### src/rtl/aq_ifu_btb_ctrl_pkg.sv
// Shared definitions for the IFU BTB update/invalidate sequencer:
// FSM state encoding and default array geometry.
package aq_ifu_btb_ctrl_pkg;

  typedef enum logic [1:0] {
    IDLE   = 2'b00,
    LOOKUP = 2'b01,
    WRITE  = 2'b10,
    INV    = 2'b11
  } btb_state_e;

  localparam int BTB_ENTRY_NUM_DEF  = 16;
  localparam int BTB_ADDR_WIDTH_DEF = 16;

endpackage

### src/rtl/aq_ifu_btb_victim.sv
// BTB replacement state. Round-robin pointer by default; tree pseudo-LRU
// when AQ_IFU_BTB_PLRU_EN is defined. Both variants share one interface.
module aq_ifu_btb_victim
  import aq_ifu_btb_ctrl_pkg::*;
#(
  parameter int ENTRY_NUM = BTB_ENTRY_NUM_DEF
) (
  input  logic                         clk,
  input  logic                         rst_n,
  input  logic                         clr,
  input  logic                         touch_vld,
  input  logic                         touch_wr,
  input  logic                         touch_miss,
  input  logic [$clog2(ENTRY_NUM)-1:0] touch_idx,
  output logic [ENTRY_NUM-1:0]         victim_oh
);

  localparam int LW = $clog2(ENTRY_NUM);

`ifdef AQ_IFU_BTB_PLRU_EN
  // Each tree bit points toward the less recently used half (0 = left).
  logic [ENTRY_NUM-2:0] tree_q, tree_d;
  logic [LW:0]          node_t, node_v;
  logic [LW-1:0]        vic_idx;
  logic                 unused_plru;

  assign unused_plru = touch_wr ^ touch_miss;

  always_comb begin
    tree_d = tree_q;
    node_t = '0;
    if (clr) begin
      tree_d = '0;
    end else if (touch_vld) begin
      for (int l = 0; l < LW; l++) begin
        tree_d[node_t[LW-1:0]] = ~touch_idx[LW-1-l];
        node_t = (node_t << 1) + (LW+1)'(1) + (LW+1)'(touch_idx[LW-1-l]);
      end
    end
  end

  always_comb begin
    node_v = '0;
    for (int l = 0; l < LW; l++) begin
      node_v = (node_v << 1) + (LW+1)'(1) + (LW+1)'(tree_q[node_v[LW-1:0]]);
    end
    // Leaf n sits at heap node n+ENTRY_NUM-1, i.e. node+1 modulo ENTRY_NUM.
    vic_idx = node_v[LW-1:0] + LW'(1);
  end

  assign victim_oh = ENTRY_NUM'(1) << vic_idx;

  always_ff @(posedge clk or negedge rst_n) begin
    if (!rst_n) tree_q <= '0;
    else        tree_q <= tree_d;
  end
`else
  logic [LW-1:0] ptr_q, ptr_d;
  logic          unused_rr;

  assign unused_rr = ^touch_idx;

  always_comb begin
    ptr_d = ptr_q;
    if (clr) begin
      ptr_d = '0;
    end else if (touch_vld && touch_wr && touch_miss) begin
      ptr_d = ptr_q + LW'(1);
    end
  end

  assign victim_oh = ENTRY_NUM'(1) << ptr_q;

  always_ff @(posedge clk or negedge rst_n) begin
    if (!rst_n) ptr_q <= '0;
    else        ptr_q <= ptr_d;
  end
`endif

endmodule

### src/rtl/aq_ifu_btb_ctrl.sv
// IFU BTB update/invalidate sequencer: IDLE->LOOKUP->WRITE per request, INV
// clears the whole array. Replacement policy selected by AQ_IFU_BTB_PLRU_EN.
module aq_ifu_btb_ctrl
  import aq_ifu_btb_ctrl_pkg::*;
#(
  parameter int ENTRY_NUM  = BTB_ENTRY_NUM_DEF,
  parameter int ADDR_WIDTH = BTB_ADDR_WIDTH_DEF
) (
  input  logic                  forever_cpuclk,
  input  logic                  cpurst_b,
  input  logic                  cp0_ifu_btb_en,
  input  logic                  cp0_ifu_btb_inv,
  input  logic                  ifu_btb_upd_vld,
  output logic                  ifu_btb_upd_rdy,
  input  logic                  ifu_btb_upd_del,
  input  logic [ADDR_WIDTH-1:0] ifu_btb_upd_tag,
  input  logic [ADDR_WIDTH-1:0] ifu_btb_upd_tgt,
  input  logic [ENTRY_NUM-1:0]  btb_entry_wr_hit,
  input  logic [ENTRY_NUM-1:0]  btb_entry_rd_hit,
  output logic [ADDR_WIDTH-1:0] btb_wr_acc_tag,
  output logic [ADDR_WIDTH-1:0] btb_upd_tag,
  output logic [ADDR_WIDTH-1:0] btb_upd_tgt,
  output logic [ENTRY_NUM-1:0]  btb_entry_upd,
  output logic [ENTRY_NUM-1:0]  btb_entry_updg,
  output logic [ENTRY_NUM-1:0]  btb_entry_clr,
  output logic [ENTRY_NUM-1:0]  btb_entry_clrg,
  output logic                  btb_ctrl_busy
);

  localparam int LW = $clog2(ENTRY_NUM);

  btb_state_e            state_q, state_d;
  logic [ADDR_WIDTH-1:0] tag_q, tag_d, tgt_q, tgt_d;
  logic                  del_q, del_d;
  logic [ENTRY_NUM-1:0]  sel_q, sel_d;
  logic [LW-1:0]         sel_idx_q, sel_idx_d;
  logic                  miss_q, miss_d;
  logic                  handshake, wr_touch, rd_touch;
  logic [ENTRY_NUM-1:0]  victim_oh;
  logic [LW-1:0]         wr_hit_idx, rd_hit_idx, vic_idx;

  assign ifu_btb_upd_rdy = (state_q == IDLE) && !cp0_ifu_btb_inv;
  assign handshake       = ifu_btb_upd_vld && ifu_btb_upd_rdy;
  assign btb_ctrl_busy   = (state_q != IDLE);
  assign btb_wr_acc_tag  = tag_q;
  assign btb_upd_tag     = tag_q;
  assign btb_upd_tgt     = tgt_q;

  // Descending scan leaves the lowest set index in each result.
  always_comb begin
    wr_hit_idx = '0;
    rd_hit_idx = '0;
    vic_idx    = '0;
    for (int i = ENTRY_NUM - 1; i >= 0; i--) begin
      if (btb_entry_wr_hit[i]) wr_hit_idx = LW'(i);
      if (btb_entry_rd_hit[i]) rd_hit_idx = LW'(i);
      if (victim_oh[i])        vic_idx    = LW'(i);
    end
  end

  always_comb begin
    state_d   = state_q;
    tag_d     = tag_q;
    tgt_d     = tgt_q;
    del_d     = del_q;
    sel_d     = sel_q;
    sel_idx_d = sel_idx_q;
    miss_d    = miss_q;
    if (handshake) begin
      tag_d = ifu_btb_upd_tag;
      tgt_d = ifu_btb_upd_tgt;
      del_d = ifu_btb_upd_del;
    end
    case (state_q)
      IDLE: begin
        if (handshake && cp0_ifu_btb_en) state_d = LOOKUP;
      end
      LOOKUP: begin
        state_d = WRITE;
        if (|btb_entry_wr_hit) begin
          sel_d     = ENTRY_NUM'(1) << wr_hit_idx;
          sel_idx_d = wr_hit_idx;
          miss_d    = 1'b0;
        end else if (!del_q) begin
          sel_d     = victim_oh;
          sel_idx_d = vic_idx;
          miss_d    = 1'b1;
        end else begin
          sel_d     = '0;
          sel_idx_d = '0;
          miss_d    = 1'b0;
        end
      end
      WRITE:   state_d = IDLE;
      default: state_d = IDLE;
    endcase
    if (cp0_ifu_btb_inv) state_d = INV;
  end

  always_comb begin
    btb_entry_upd  = '0;
    btb_entry_updg = '0;
    btb_entry_clr  = '0;
    btb_entry_clrg = '0;
    if (state_q == WRITE) begin
      if (!del_q) begin
        btb_entry_upd  = sel_q;
        btb_entry_updg = sel_q;
      end else begin
        btb_entry_clr  = sel_q;
        btb_entry_clrg = sel_q;
      end
    end else if (state_q == INV) begin
      btb_entry_clr  = '1;
      btb_entry_clrg = '1;
    end
  end

  // A write touch wins over a same-cycle read-hit touch.
  assign wr_touch = (state_q == WRITE) && !del_q;
  assign rd_touch = |btb_entry_rd_hit;

  aq_ifu_btb_victim #(.ENTRY_NUM(ENTRY_NUM)) u_victim (
    .clk        (forever_cpuclk),
    .rst_n      (cpurst_b),
    .clr        (state_q == INV),
    .touch_vld  (wr_touch || rd_touch),
    .touch_wr   (wr_touch),
    .touch_miss (miss_q),
    .touch_idx  (wr_touch ? sel_idx_q : rd_hit_idx),
    .victim_oh  (victim_oh)
  );

  always_ff @(posedge forever_cpuclk or negedge cpurst_b) begin
    if (!cpurst_b) begin
      state_q   <= IDLE;
      tag_q     <= '0;
      tgt_q     <= '0;
      del_q     <= 1'b0;
      sel_q     <= '0;
      sel_idx_q <= '0;
      miss_q    <= 1'b0;
    end else begin
      state_q   <= state_d;
      tag_q     <= tag_d;
      tgt_q     <= tgt_d;
      del_q     <= del_d;
      sel_q     <= sel_d;
      sel_idx_q <= sel_idx_d;
      miss_q    <= miss_d;
    end
  end

endmodule
### config.mk
export PLATFORM = sky130hd
export DESIGN_NAME = aq_ifu_btb_ctrl
export DESIGN_NICKNAME = d
export VERILOG_FILES = /design/src/rtl/aq_ifu_btb_ctrl_pkg.sv /design/src/rtl/aq_ifu_btb_victim.sv /design/src/rtl/aq_ifu_btb_ctrl.sv
export SDC_FILE = /design/constraint.sdc
export NUM_CORES = 1
export LEC_CHECK = 0
export BUFFER_PORTS_ARGS = -buffer_cell sky130_fd_sc_hd__buf_2
export CAP_MARGIN = 10
export CORE_ASPECT_RATIO = 0.9
export CORE_MARGIN = 2
export CORE_UTILIZATION = 48
export CTS_CLUSTER_SIZE = 12
export DETAILED_ROUTE_END_ITERATION = 8
export PLACE_DENSITY = 0.94
export SLEW_MARGIN = 5
export SYNTH_ARGS = -nofsm -noshare
export SYNTH_HDL_FRONTEND = slang
export SYNTH_SLANG_ARGS = --single-unit
### constraint.sdc
create_clock -name forever_cpuclk -period 3.8 [get_ports forever_cpuclk]
set_clock_uncertainty 0.2 [all_clocks]
set_input_delay 0.38 -clock forever_cpuclk [delete_from_list [all_inputs] [get_ports forever_cpuclk]]
set_output_delay 0.38 -clock forever_cpuclk [all_outputs]
set_load 0.05 [all_outputs]
Word level (Yosys, flattened, before mapping)
Index checks and enable logic that the tools add are counted.

word-level totals
  output and inout port bits = 114
  register bits = 56
  logic and storage cells = 58

cells by class
  reductions and logical operators = 14
  equal/unequal tests = 4
  add/sub/neg operators = 1
  shifts and indexed selects = 2
  muxes and demuxes = 30

operators with widths
  kind                                              count
  2-to-1 mux 16 bit                                 7
  2-to-1 mux 4 bit                                  18
  OR reduction 16 bit                               2
  left shift 1 x 4 -> 16 bit, first input constant  2
  logical AND 1 bit                                 6
  adder 4 x 1 -> 4 bit, second input constant       1
  == test 2 bit, second input constant              2
  2-to-1 mux 2 bit                                  2
  case mux 2 bit (2 select lines)                   1
  nonzero test 2 bit                                2
  != test 3 x 2 -> 1 bit, second input constant     1
  == test 2 x 1 -> 1 bit, second input constant     1
  zero test 1 bit                                   2
  zero test 2 bit                                   1
  2-to-1 mux 1 bit                                  2
  logical OR 1 bit                                  1

Depth between registers and ports, before layout
  depth in word-level cells = 18
  mapped depth = 6
  gate-level depth less buffers = 6

By module
A second synthesis with hierarchy kept.

unflattened totals
  cells, all modules = 391
  area total of the unflattened synthesis = 3827.4 um2

by module, submodules not included
  module             instances  cells an instance  seq. area each (um2)  area an instance (um2)
  aq_ifu_btb_ctrl    1          346                1401.3                3444.6
  aq_ifu_btb_victim  1          45                 100.1                 382.9

Least setup slack after synthesis
OpenSTA, ideal clock, no wires.

  kind = register to register
  start point = reg state_q[0]
  end point = reg tag_q[0] (netlist: btb_upd_tag[0])
  buffers on the path = 2
  setup time = 125 ps
  path slack = 1008 ps
  arrival time = 2467 ps
  required time = 3475 ps
  stages on the path, launching flop included = 7
  cell sequence = dfrtp_1 -> or2_2 -> nor2_1 -> and2_1 -> buf_2 -> buf_2 -> mux2_2

on the way
  cells in the longest elaborated chain, start to end = 3

RTL lines
  what                    RTL line                source
  start, declared         aq_ifu_btb_ctrl.sv:32   btb_state_e state_q, state_d;
  start signal, assigned  aq_ifu_btb_ctrl.sv:144  state_q <= state_d;
  zero test 2 bit         aq_ifu_btb_ctrl.sv:42   assign ifu_btb_upd_rdy = (state_q == IDLE) && !cp0_ifu_btb_inv;
  logical AND 1 bit       aq_ifu_btb_ctrl.sv:42
  via ifu_btb_upd_rdy     aq_ifu_btb_ctrl.sv:14   output logic ifu_btb_upd_rdy,
  logical AND 1 bit       aq_ifu_btb_ctrl.sv:43   assign handshake = ifu_btb_upd_vld && ifu_btb_upd_rdy;
  end signal, assigned    aq_ifu_btb_ctrl.sv:145  tag_q <= tag_d;
  end, declared           aq_ifu_btb_ctrl.sv:33   logic [ADDR_WIDTH-1:0] tag_q, tag_d, tgt_q, tgt_d;

The timed path passes the listed nets, and every way through them passes these cells.
A chain may end at the register's enable or synchronous reset.

Worst setup path in the final report
  start point = reg del_q
  end point = out btb_entry_upd[12]

on the way
  cells in the longest elaborated chain, start to end = 2

RTL lines
  what                    RTL line                source
  start, declared         aq_ifu_btb_ctrl.sv:34   logic del_q, del_d;
  start signal, assigned  aq_ifu_btb_ctrl.sv:147  del_q <= del_d;
  2-to-1 mux 16 bit       aq_ifu_btb_ctrl.sv:106  if (!del_q) begin
  2-to-1 mux 16 bit       aq_ifu_btb_ctrl.sv:105  if (state_q == WRITE) begin
  end, declared           aq_ifu_btb_ctrl.sv:23   output logic [ENTRY_NUM-1:0] btb_entry_upd,

No other way between the ends.

==> impl_metrics.tcl <==
set metrics [dict create \
    outcome "complete, no violations" \
    setup_violations 0 \
    postRouteAntennaNets 0 \
    yosysWarnings 0 \
    grt.overflow.total 0 \
    cts_resized 0 \
    cp_top_family "simple AND/OR/NAND/NOR gates" \
    critPathLaunchType "register" \
    cts_tree "done" \
    finalSetupTns_ns 0 \
    nFillCells 555 \
    ios 184 \
    ys_seq_area_share_pct 43.7 \
    cts_sinks 56 \
    cts_setup_buffers 0 \
    synthCells 309 \
    drt-initial-drc-count 141 \
    async_flop_share_pct 100 \
    io_buffer_count 167 \
    crit_path_end_kind "primary output" \
    powerDensity_nw_per_um2 539 \
    core_area_um2 6520 \
    synth_edf_count 0 \
    grt_max_degree 52 \
    cpPeakStageDelay_ns 0.74 \
    syn-cell-area_um2 3210 \
    numCtsBuffers 5 \
    worst_pin_slew_ns 0.943 \
    antenna_found_initial 0 \
    synth_seq_cells 56 \
    htree_num_levels 2 \
    track_usage_pct 20.6 \
    place_worst_setup_slack_ns 1.39 \
    max_slew_margin_pct 37.0 \
    path_max_fanout 18 \
    synth.distinct_cells 45 \
    dieArea_um2 7350 \
    avgSynthCellArea_um2 10.4 \
    cpMaxStageDelayCell "nor3b_2" \
    fin_ws_ns 1.17 \
    root_buffer "clkbuf_8" \
    antenna_cells_inserted 0 \
    grt_pass1_wl_um 12100 \
    final_layout_size_suffix_gt1_share_pct 51.4 \
    wl_per_cell_um 15.2 \
    dp_hpwl_um 6170 \
    dieWidth_um 90.1 \
    p_leak_uw 0.00210 \
    vdd_ir_drop_max_mv 0.527 \
    hold_viol 0 \
    utilization_pct 59.6 \
    via_per_inst 5.26 \
    synth_nets 385 \
    clk_pin_slew_ns 0.10 \
    fmax_ghz 0.381 \
    dr.pass1.iters 4 \
    finalCritPeriodShare_pct 69.1 \
    min_path_type "input port to register" \
    multi_input_area_um2 1360 \
    rsz0062_at_grt "false" \
    clk_path_buf_depth 2 \
    final_nets 503 \
    syn_to_final_growth_pct 21.1 \
    row_count 28 \
    worstPathCellList "nor3b_2, and2_1, buf_2" \
    synth_flop_cell "dfrtp_1" \
    start_util_pct 49.2 \
    slew_violations 0 \
    insertion_delay_ns 0.31 \
    wl_um 7890 \
    vias 2726 \
    max-cap-violations 0 \
    drt_drc_violations_left 0 \
    critPathKind "register to primary output" \
    dieHeight_um 81.5 \
    ff_latch_area_um2 1400 \
    period_minus_slack_ns 2.63 \
    cp.required_ns 3.22 \
    cp_num_buf_inv 1 \
    gp_congestion 0.909 \
    grt_pass1_vias 2464 \
    arrival_ns 2.05 \
]
[logic make-up (layout without fill, tap and decap cells)]
kind of cell    after synthesis  count (layout)  share of synthesized area (%)
mux                          33              33                           11.6
xor+xnor                      2               2                          0.547
flops                        56              56                           43.7
simple gates                 86              86                           14.9
buf+inv                      68             187                           13.9
fa+ha+maj                     6               6                           2.34
compound gates               58              58                           13.0
[area by class of cell]
type | instances | share of cell area (%)
multi-input cells | 185 | 35.0
flip-flops and latches | 56 | 36.1
well taps | 90 | 2.90
clock buffers | 5 | 1.77
repair buffers | 171 | 22.9
inverters | 8 | 0.773
clock inverters | 3 | 0.580
[final timing paths]
check	start	end	slack, ns	depth (start not counted)
max	del_q	btb_entry_upd[12]	1.17	3
min reg2reg	btb_upd_tgt[7]	btb_upd_tgt[7]	0.31	1
max in group asynchronous	cpurst_b	u_victim.ptr_q[0]	2.41	3
min	cp0_ifu_btb_inv	state_q[1]	0.09	2
min in group asynchronous	cpurst_b	btb_upd_tgt[15]	0.43	2
max reg2reg	state_q[0]	btb_upd_tgt[3]	1.38	5
[worst register-to-register path, delay by kind of cell, from the launching register on]
kind | cells | cell delay, ns
AND/OR/NAND/NOR | 3 | 0.91
flip-flops | 1 | 0.43
buffers and inverters | 1 | 0.39
multiplexers | 1 | 0.39
[sequential cells by signal (all words and copies together), names as in the netlist]
register / flops
btb_upd_tag: 16
btb_upd_tgt: 16
del_q: 1
miss_q: 1
sel_q: 16
state_q: 2
u_victim.ptr_q: 4
[cell usage after synthesis, drive strengths merged, types with 3 or more instances]
cell,number,area [um^2]
a21o,17,128
a21oi,4,20.0
a32oi,5,43.8
and2,18,113
buf,54,393
clkbuf,6,22.5
dfrtp,56,1400
ha,6,75.1
inv,8,30.0
mux2,33,372
nand2,16,60.1
nand2b,4,25.0
nand3,6,30.0
nor2,20,77.6
nor3,4,30.0
o21ai,13,65.1
o221ai,3,26.3
or4,4,37.5
[where the power goes]
group / switching (uW) / leakage [uW] / internal (uW)
sequential: 67.3 / 0.000702 / 694
clock: 198 / 0.0000485 / 133
combinational: 770 / 0.00135 / 230
[per-stage QoR]
| stage | hold WS, ns | total power [uW] | instance area, um^2 | instances |
|---|---|---|---|---|
| 6_report | 0.0860 | 2090 | 3880 | 518 |
| 5_1_grt | 0.0771 | 2180 | 3880 | 518 |
| 4_1_cts | 0.0758 | 2100 | 3840 | 516 |
| 3_5_place_dp | 0.293 | 1770 | 3750 | 508 |
| 3_3_place_gp | 0.285 | 1750 | 3750 | 508 |
| 2_1_floorplan | -0.116 | 1610 | 3210 | 309 |
[metal layers]
metal	wire, um	up-vias	global-route usage (%)
li1	-	1270	-
met4	38	0	3.85
met5	0	-	0
met1	3260	1299	27.2
met2	3860	152	34.5
met3	718	5	5.87
[layout by cell type (no fill, tap or decap), drive strengths merged, types with 4 or more instances in the layout]
| cell | netlist | layout |
|---|---|---|
| nand3 | 6 | 6 |
| nand2b | 4 | 4 |
| nor3 | 4 | 4 |
| mux2 | 33 | 33 |
| inv | 8 | 9 |
| and2 | 18 | 18 |
| buf | 54 | 170 |
| dfrtp | 56 | 56 |
| nand2 | 16 | 16 |
| nor2 | 20 | 20 |
| a21o | 17 | 17 |
| o21ai | 13 | 13 |
| a32oi | 5 | 5 |
| or4 | 4 | 4 |
| a21oi | 4 | 4 |
| ha | 6 | 6 |
| clkbuf | 6 | 5 |
[repair_timing]
item | CTS | global route
setup endpoints to repair | 0 | 0
endpoints found under the hold margin | 0 | 26
hold buffers | 0 | 1
No activity file was read; power rests on OpenSTA's default activity.
